[config.mk]
export PLATFORM = sky130hd
export DESIGN_NAME = seg7_reg_scan
export DESIGN_NICKNAME = d
export VERILOG_FILES = /design/src/rtl/seg7_reg_scan.sv
export SDC_FILE = /design/constraint.sdc
export NUM_CORES = 1
export LEC_CHECK = 0
export BUFFER_PORTS_ARGS = -buffer_cell sky130_fd_sc_hd__buf_2
export CAP_MARGIN = 10
export CORE_MARGIN = 2
export CORE_UTILIZATION = 50
export CTS_BUF_LIST = sky130_fd_sc_hd__clkbuf_4
export DETAILED_ROUTE_END_ITERATION = 10
export GPL_ROUTABILITY_DRIVEN = 0
export PLACE_DENSITY = 0.71
export SYNTH_ARGS = -nofsm -noshare
export SYNTH_HDL_FRONTEND = slang
export SYNTH_SLANG_ARGS = --single-unit
[constraint.sdc]
create_clock -name clk -period 3.3 [get_ports clk]
set_clock_uncertainty 0.05 [all_clocks]
set_input_delay 0.165 -clock clk [delete_from_list [all_inputs] [get_ports clk]]
set_output_delay 0.165 -clock clk [all_outputs]
set_load 0.02 [all_outputs]
[src/rtl/seg7_reg_scan.sv]
`default_nettype none
// ============================================================================
// Module  : seg7_reg_scan
// Brief   : Register-debug display driver; multiplexes a per-frame snapshot of
//           reg_data as 8 hex digits. Optional macro SEG_BLANK_LZ_EN blanks
//           leading zeros.
// Revision: 1.0
// ============================================================================
module seg7_reg_scan #(
  parameter int SCAN_DIV    = 100000,
  parameter int STEP_FRAMES = 200
) (
  input  logic        clk,
  input  logic        rst,
  input  logic [4:0]  sw_sel,
  input  logic        auto_en,
  input  logic [31:0] reg_data,
  output logic [4:0]  reg_sel,
  output logic [7:0]  an,
  output logic [7:0]  seg,
  output logic        frame_tick
);

  localparam int PW = $clog2(SCAN_DIV);
  localparam int FW = (STEP_FRAMES > 1) ? $clog2(STEP_FRAMES) : 1;
  localparam logic [PW-1:0] PCNT_LAST = PW'(SCAN_DIV - 1);
  localparam logic [FW-1:0] FCNT_LAST = FW'(STEP_FRAMES - 1);

  logic [PW-1:0] pcnt_q, pcnt_d;
  logic [2:0]    dig_q, dig_d;
  logic [FW-1:0] fcnt_q, fcnt_d;
  logic [31:0]   shadow_q, shadow_d;
  logic [4:0]    sel_q, sel_d;
  logic [7:0]    an_q, an_d;
  logic [7:0]    seg_q, seg_d;
  logic          ft_q, ft_d;

  logic          tick;
  logic          boundary;
  logic [3:0]    nibble;
  logic [2:0]    top_nz;

  function automatic logic [6:0] hex7(input logic [3:0] v);
    logic [6:0] s;
    case (v)
      4'h0: s = 7'h40;  4'h1: s = 7'h79;  4'h2: s = 7'h24;  4'h3: s = 7'h30;
      4'h4: s = 7'h19;  4'h5: s = 7'h12;  4'h6: s = 7'h02;  4'h7: s = 7'h78;
      4'h8: s = 7'h00;  4'h9: s = 7'h10;  4'hA: s = 7'h08;  4'hB: s = 7'h03;
      4'hC: s = 7'h46;  4'hD: s = 7'h21;  4'hE: s = 7'h06;  default: s = 7'h0E;
    endcase
    return s;
  endfunction

  // Index of the highest nonzero nibble; 0 when the snapshot is all zero.
  always_comb begin
    top_nz = 3'd0;
    for (int i = 1; i < 8; i++) begin
      if (shadow_q[4*i +: 4] != 4'h0) top_nz = 3'(i);
    end
  end

  always_comb begin
    tick     = (pcnt_q == PCNT_LAST);
    boundary = tick && (dig_q == 3'd7);
    pcnt_d   = tick ? '0 : pcnt_q + PW'(1);
    dig_d    = tick ? dig_q + 3'd1 : dig_q;
    shadow_d = shadow_q;
    sel_d    = sel_q;
    fcnt_d   = fcnt_q;

    // Snapshot still belongs to the old reg_sel, which was held all frame.
    if (boundary) begin
      shadow_d = reg_data;
      if (!auto_en) begin
        sel_d  = sw_sel;
        fcnt_d = '0;
      end else if (fcnt_q == FCNT_LAST) begin
        fcnt_d = '0;
        sel_d  = sel_q + 5'd1;
      end else begin
        fcnt_d = fcnt_q + FW'(1);
      end
    end

    nibble = shadow_q[{dig_q, 2'b00} +: 4];
    an_d   = ~(8'd1 << dig_q);
    seg_d  = {~(auto_en && (dig_q == 3'd0)), hex7(nibble)};
`ifdef SEG_BLANK_LZ_EN
    if (dig_q > top_nz) seg_d[6:0] = 7'h7F;
`endif
    ft_d   = boundary;
  end

  always_ff @(posedge clk) begin
    if (rst) begin
      pcnt_q   <= '0;
      dig_q    <= 3'd0;
      fcnt_q   <= '0;
      shadow_q <= 32'd0;
      sel_q    <= 5'd0;
      an_q     <= 8'hFF;
      seg_q    <= 8'hFF;
      ft_q     <= 1'b0;
    end else begin
      pcnt_q   <= pcnt_d;
      dig_q    <= dig_d;
      fcnt_q   <= fcnt_d;
      shadow_q <= shadow_d;
      sel_q    <= sel_d;
      an_q     <= an_d;
      seg_q    <= seg_d;
      ft_q     <= ft_d;
    end
  end

  assign reg_sel    = sel_q;
  assign an         = an_q;
  assign seg        = seg_q;
  assign frame_tick = ft_q;

`ifndef SEG_BLANK_LZ_EN
  logic unused_ok;
  assign unused_ok = ^top_nz;
`endif

endmodule
`default_nettype wire
Word-level counts from Yosys, hierarchy flattened --
Memory sizes are Yosys's and may differ from the RTL's. A register that Yosys moved wholly into a read port is not among the register bits. Index checks and enable logic that the tools add are counted.
Word-level totals: flip-flop bits (word level) 82, word-level logic and storage cells 30, memories 1, ROM bits 112, input port bits 40
Memories:
- (no name shown) | depth 16, width 7, rd ports 1, clocked after memory_dff 1, wr ports 0, RTL line 45 | case (v)
Cells by class: bitwise operators 2, $add $sub $neg 4, shift-type cells 2, reductions and logical operators 5, equality and inequality tests 4, mux-type cells 4
Operators with widths (number):
- variable part select 32 x 6 -> 4 bit | 1
- adder 17 x 1 -> 17 bit, second input constant | 1
- == test 17 bit, second input constant | 1
- 2-to-1 mux 8 bit | 2
- 2-to-1 mux 5 bit | 2
- adder 8 x 1 -> 8 bit, second input constant | 1
- == test 8 bit, second input constant | 1
- NOT 8 bit | 1
- << shifter 1 x 3 -> 8 bit, first input constant | 1
- adder 5 x 1 -> 5 bit, second input constant | 1
- adder 3 x 1 -> 3 bit, second input constant | 1
- == test 3 bit, second input constant | 1
- zero test 3 bit | 1
- logical AND 1 bit | 2
- != test 2 x 1 -> 1 bit, second input constant | 1
- AND reduction 2 bit | 1
- OR reduction 2 bit | 1
- NOT 1 bit | 1

Longest topological paths before layout --
depth after elaboration 3, gate-level depth with buffers 10

Worst setup path before layout --
OpenSTA, ideal clock, no wires.
path type register to register, from register dig_q[0], to register seg_q[3], in the netlist seg[3], slack 0.846 ns, stages on the path, launching flop included 10, period minus slack after synthesis 2.454 ns, library setup time 0.134 ns, required time 3.116 ns, buffers on the path 1, data arrival time 2.270 ns, cell sequence dfxtp_1 buf_6 mux4_1 mux2i_1 inv_1 ha_1 inv_1 nor3_1 a2111oi_0 a21oi_1
Between the ends: word-level cells in the longest chain between the ends 1
Ends and longest elaborated chain:
- start: declaration | RTL line 30 | logic [2:0] dig_q, dig_d;
- start signal: assignment | RTL line 106 | dig_q <= dig_d;
- variable part select 32 x 6 -> 4 bit | RTL line 85 | nibble = shadow_q[{dig_q, 2'b00} +: 4];
- end: declaration | RTL line 35 | logic [7:0] seg_q, seg_d;
Every way passes these cells. A chain may end at the register's enable or synchronous reset.

Worst setup path in the final report --
Ends and elaborated chain as after synthesis.

==> flow_summary.toml <==
[final_layout]
finish.utilization_pct = 62.9
final_net_count = 554
areaGrowthSynthToFinish_pct = 22.3
instances_no_fill = 604
drive_above_1_share_pct = 18.2
diodes = 0

[setup_path]
required_ns = 3.56
crit_fanout = 6
rr_worst_depth = 8
crit_path_top_delay_cell = "mux4_1"
worst_r2r_endpoint = "seg[3]"
crit_top_cell = "inv_1"
cp_cell_sequence = "mux4_1, mux2i_1, inv_1, ha_1, inv_1, nor3_1, a2111oi_0, a21oi_1"
critPathTopFamily = "multiplexers"
r2r_slack_ns = 0.54
critPathKind = "reg2reg"
worst-path-buf-inv = 2
start_kind = "register"
cp.arrival_ns = 3.03
end_kind = "register"
reg2reg_from = "dig_q[0]"
slowest_delay_ns = 0.60

[synthesis]
synth_edf_count = 0
yosysTopAreaCell = "dfxtp_1"
synth_top_area_share_pct = 44.2
ys_seq_area_share_pct = 44.2
synthCells = 415
synth_area_um2 = 3710
ys_async_sr_fraction_pct = 0
yosysWarnings = 0
ys_ff_latch = 82
ys_top_cells_by_area = "dfxtp_1, nand2_1, a21oi_1"
syn_area_per_cell_um2 = 8.94
synth_nets = 469
synth_top_flop_cell = "dfxtp_1"
yosys.cell_types.count = 50

[placement]
dp_hpwl_um = 5380
io_buffer_count = 61
dp_cells = 556

[clock_tree]
clock_path_buffers = 2
htree_levels = 3
path_clk_slew_ns = 0.13
clock-sinks = 82
post_cts_resized = 0
clkLatencyLatePin_ns = 0.42
cts_tree = "built"
cts_made_buffers = 9
clk_root_buffer_cell = "clkbuf_4"

[detailed_routing]
vias_per_cell = 5.31
drt_wl_total_um = 8140
ant_nets = 0
wl_per_cell_um = 13.5
via_count = 3208
first_pass_iters = 4
drtIter0Drc = 174
post-route-drc-count = 0

[floorplan]
die-area_um2 = 8120
dieWidth_um = 90.1
io_pins = 62
die_h_um = 90.1
core-area_um2 = 7210
start_util_pct = 51.4
rows = 31

[power]
power_density_nw_per_um2 = 386
vdd_drop_max_mv = 0.153
design_power_total_mw = 1.75
leakage_nw = 1.82

[timing]
worst_slew_pin_slew_ns = 0.587
tns_ns = 0
slew_violations = 0
finalHoldViolCount = 0
finalCritPeriodShare_pct = 83.8
finalSetupViolations = 0
period_minus_slack_ns = 2.76
whs_ns = 0.0458
rsz0062_at_grt = "no"
slew_headroom_pct = 60.9
clock.fmax_mhz = 362

[worst_hold_path]
hold_path_class = "in2reg"
worstHoldEndpoint = "seg[7]"
worstHoldPathCells = 2
min_from = "auto_en"

[global_route]
grt_pass1_wl_um = 14100
grt.total_usage_pct = 20.8
grt_start_max_net_pins = 46
antenna_found_initial = 0
globalRouteOverflowTotal = 0
grt_pass1_vias = 3029

[flow_run]
cap_violations = 0

[run_status]
status = "finished clean"
state kept, by name, indices dropped and copies added (netlist names):
signal	cells
fcnt_q	8
shadow_q	32
an	8
pcnt_q	17
dig_q	3
seg	8
frame_tick	1
reg_sel	5
routing by layer:
metal | vias to the layer above | GRT usage (%) | part of all wire (%)
met5 | - | 0 | 0
met4 | 0 | 7.05 | 1.5
met3 | 17 | 3.77 | 4.5
met2 | 85 | 34.1 | 46
met1 | 1499 | 27.8 | 47
li1 | 1607 | - | -
how the worst max path moves through the flow:
stage	startpoint	to	slack [ns]	cells after the start
after floorplan	dig_q[0]	seg[3]	0.85	9
after global placement	dig_q[0]	seg[3]	0.72	8
after detailed placement	dig_q[0]	seg[3]	0.59	8
after CTS	dig_q[0]	seg[3]	0.57	8
after global routing	dig_q[0]	seg[3]	0.38	8
final	dig_q[0]	seg[3]	0.54	8
Yosys cell counts (4+ instances only):
cell type  instances
a21oi_1           48
and3_1             8
and4_1             4
buf_2              6
buf_6              4
clkbuf_1          14
dfxtp_1           82
ha_1              14
inv_1             10
mux2i_1           10
mux4_1             5
nand2_1           78
nand2b_1           6
nand3_1           14
nor2_1            33
nor2b_1            5
nor3_1             4
o21ai_0            8
xnor2_1            8
xor2_1             9
cell usage in the layout, fill, tap and decap left out, drive strengths merged, types with 5 or more instances in the layout:
cell type     n
a21oi        48
dfxtp        82
nand3        15
nand2b        6
dlygate4sd3  32
buf          66
nand2        79
mux4          6
nor2b         5
inv          10
o21ai         8
clkbuf       10
ha           14
xor2          9
xnor2         8
mux2i        11
nor2         34
and3          8
worst reg2reg max path, stage by stage (launching register included):
cell,delay [ns]
dfxtp_1,0.51
mux4_1,0.60
mux2i_1,0.46
inv_1,0.17
ha_1,0.25
inv_1,0.07
nor3_1,0.06
a2111oi_0,0.42
a21oi_1,0.07
report_power, final:
| part | internal (mW) | switching (mW) |
|---|---|---|
| Clock | 0.311 | 0.336 |
| Sequential | 0.998 | 0.00360 |
| Combinational | 0.0569 | 0.0483 |
what timing repair did:
item	4_1_cts	5_1_grt
buffers inserted	0	0
hold buffers	32	0
setup endpoints to repair	0	0
hold endpoints to repair	32	0
kinds of logic (layout without fill, tap and decap cells):
kind of cell / after synthesis / in the layout / share of synthesized area [%]
AOI/OAI and AO/OA: 75 / 75 / 11.8
xor gates and xnor gates: 17 / 17 / 4.01
adders and majority gates: 14 / 14 / 4.72
buffers and inverters: 34 / 124 / 4.45
DFF: 82 / 82 / 44.2
muxes: 19 / 19 / 8.06
and+or+nand+nor: 174 / 174 / 22.7
cell type report:
class,instances,area (µm²)
Fill cell,626,2680
Multi-Input combinational cell,299,1900
Sequential cell,82,1640
Timing Repair Buffer,98,676
Tap cell,99,124
Clock inverter,6,81.3
Clock buffer,10,75.1
Inverter,10,37.5
metrics by stage:
step,area [µm²],setup WS [ns]
after floorplan,3710,0.846
after global placement,4060,0.723
after detailed placement,4060,0.594
after CTS,4540,0.575
after global routing,4540,0.376
final,4540,0.536
Power figures use the tool's default switching activity.
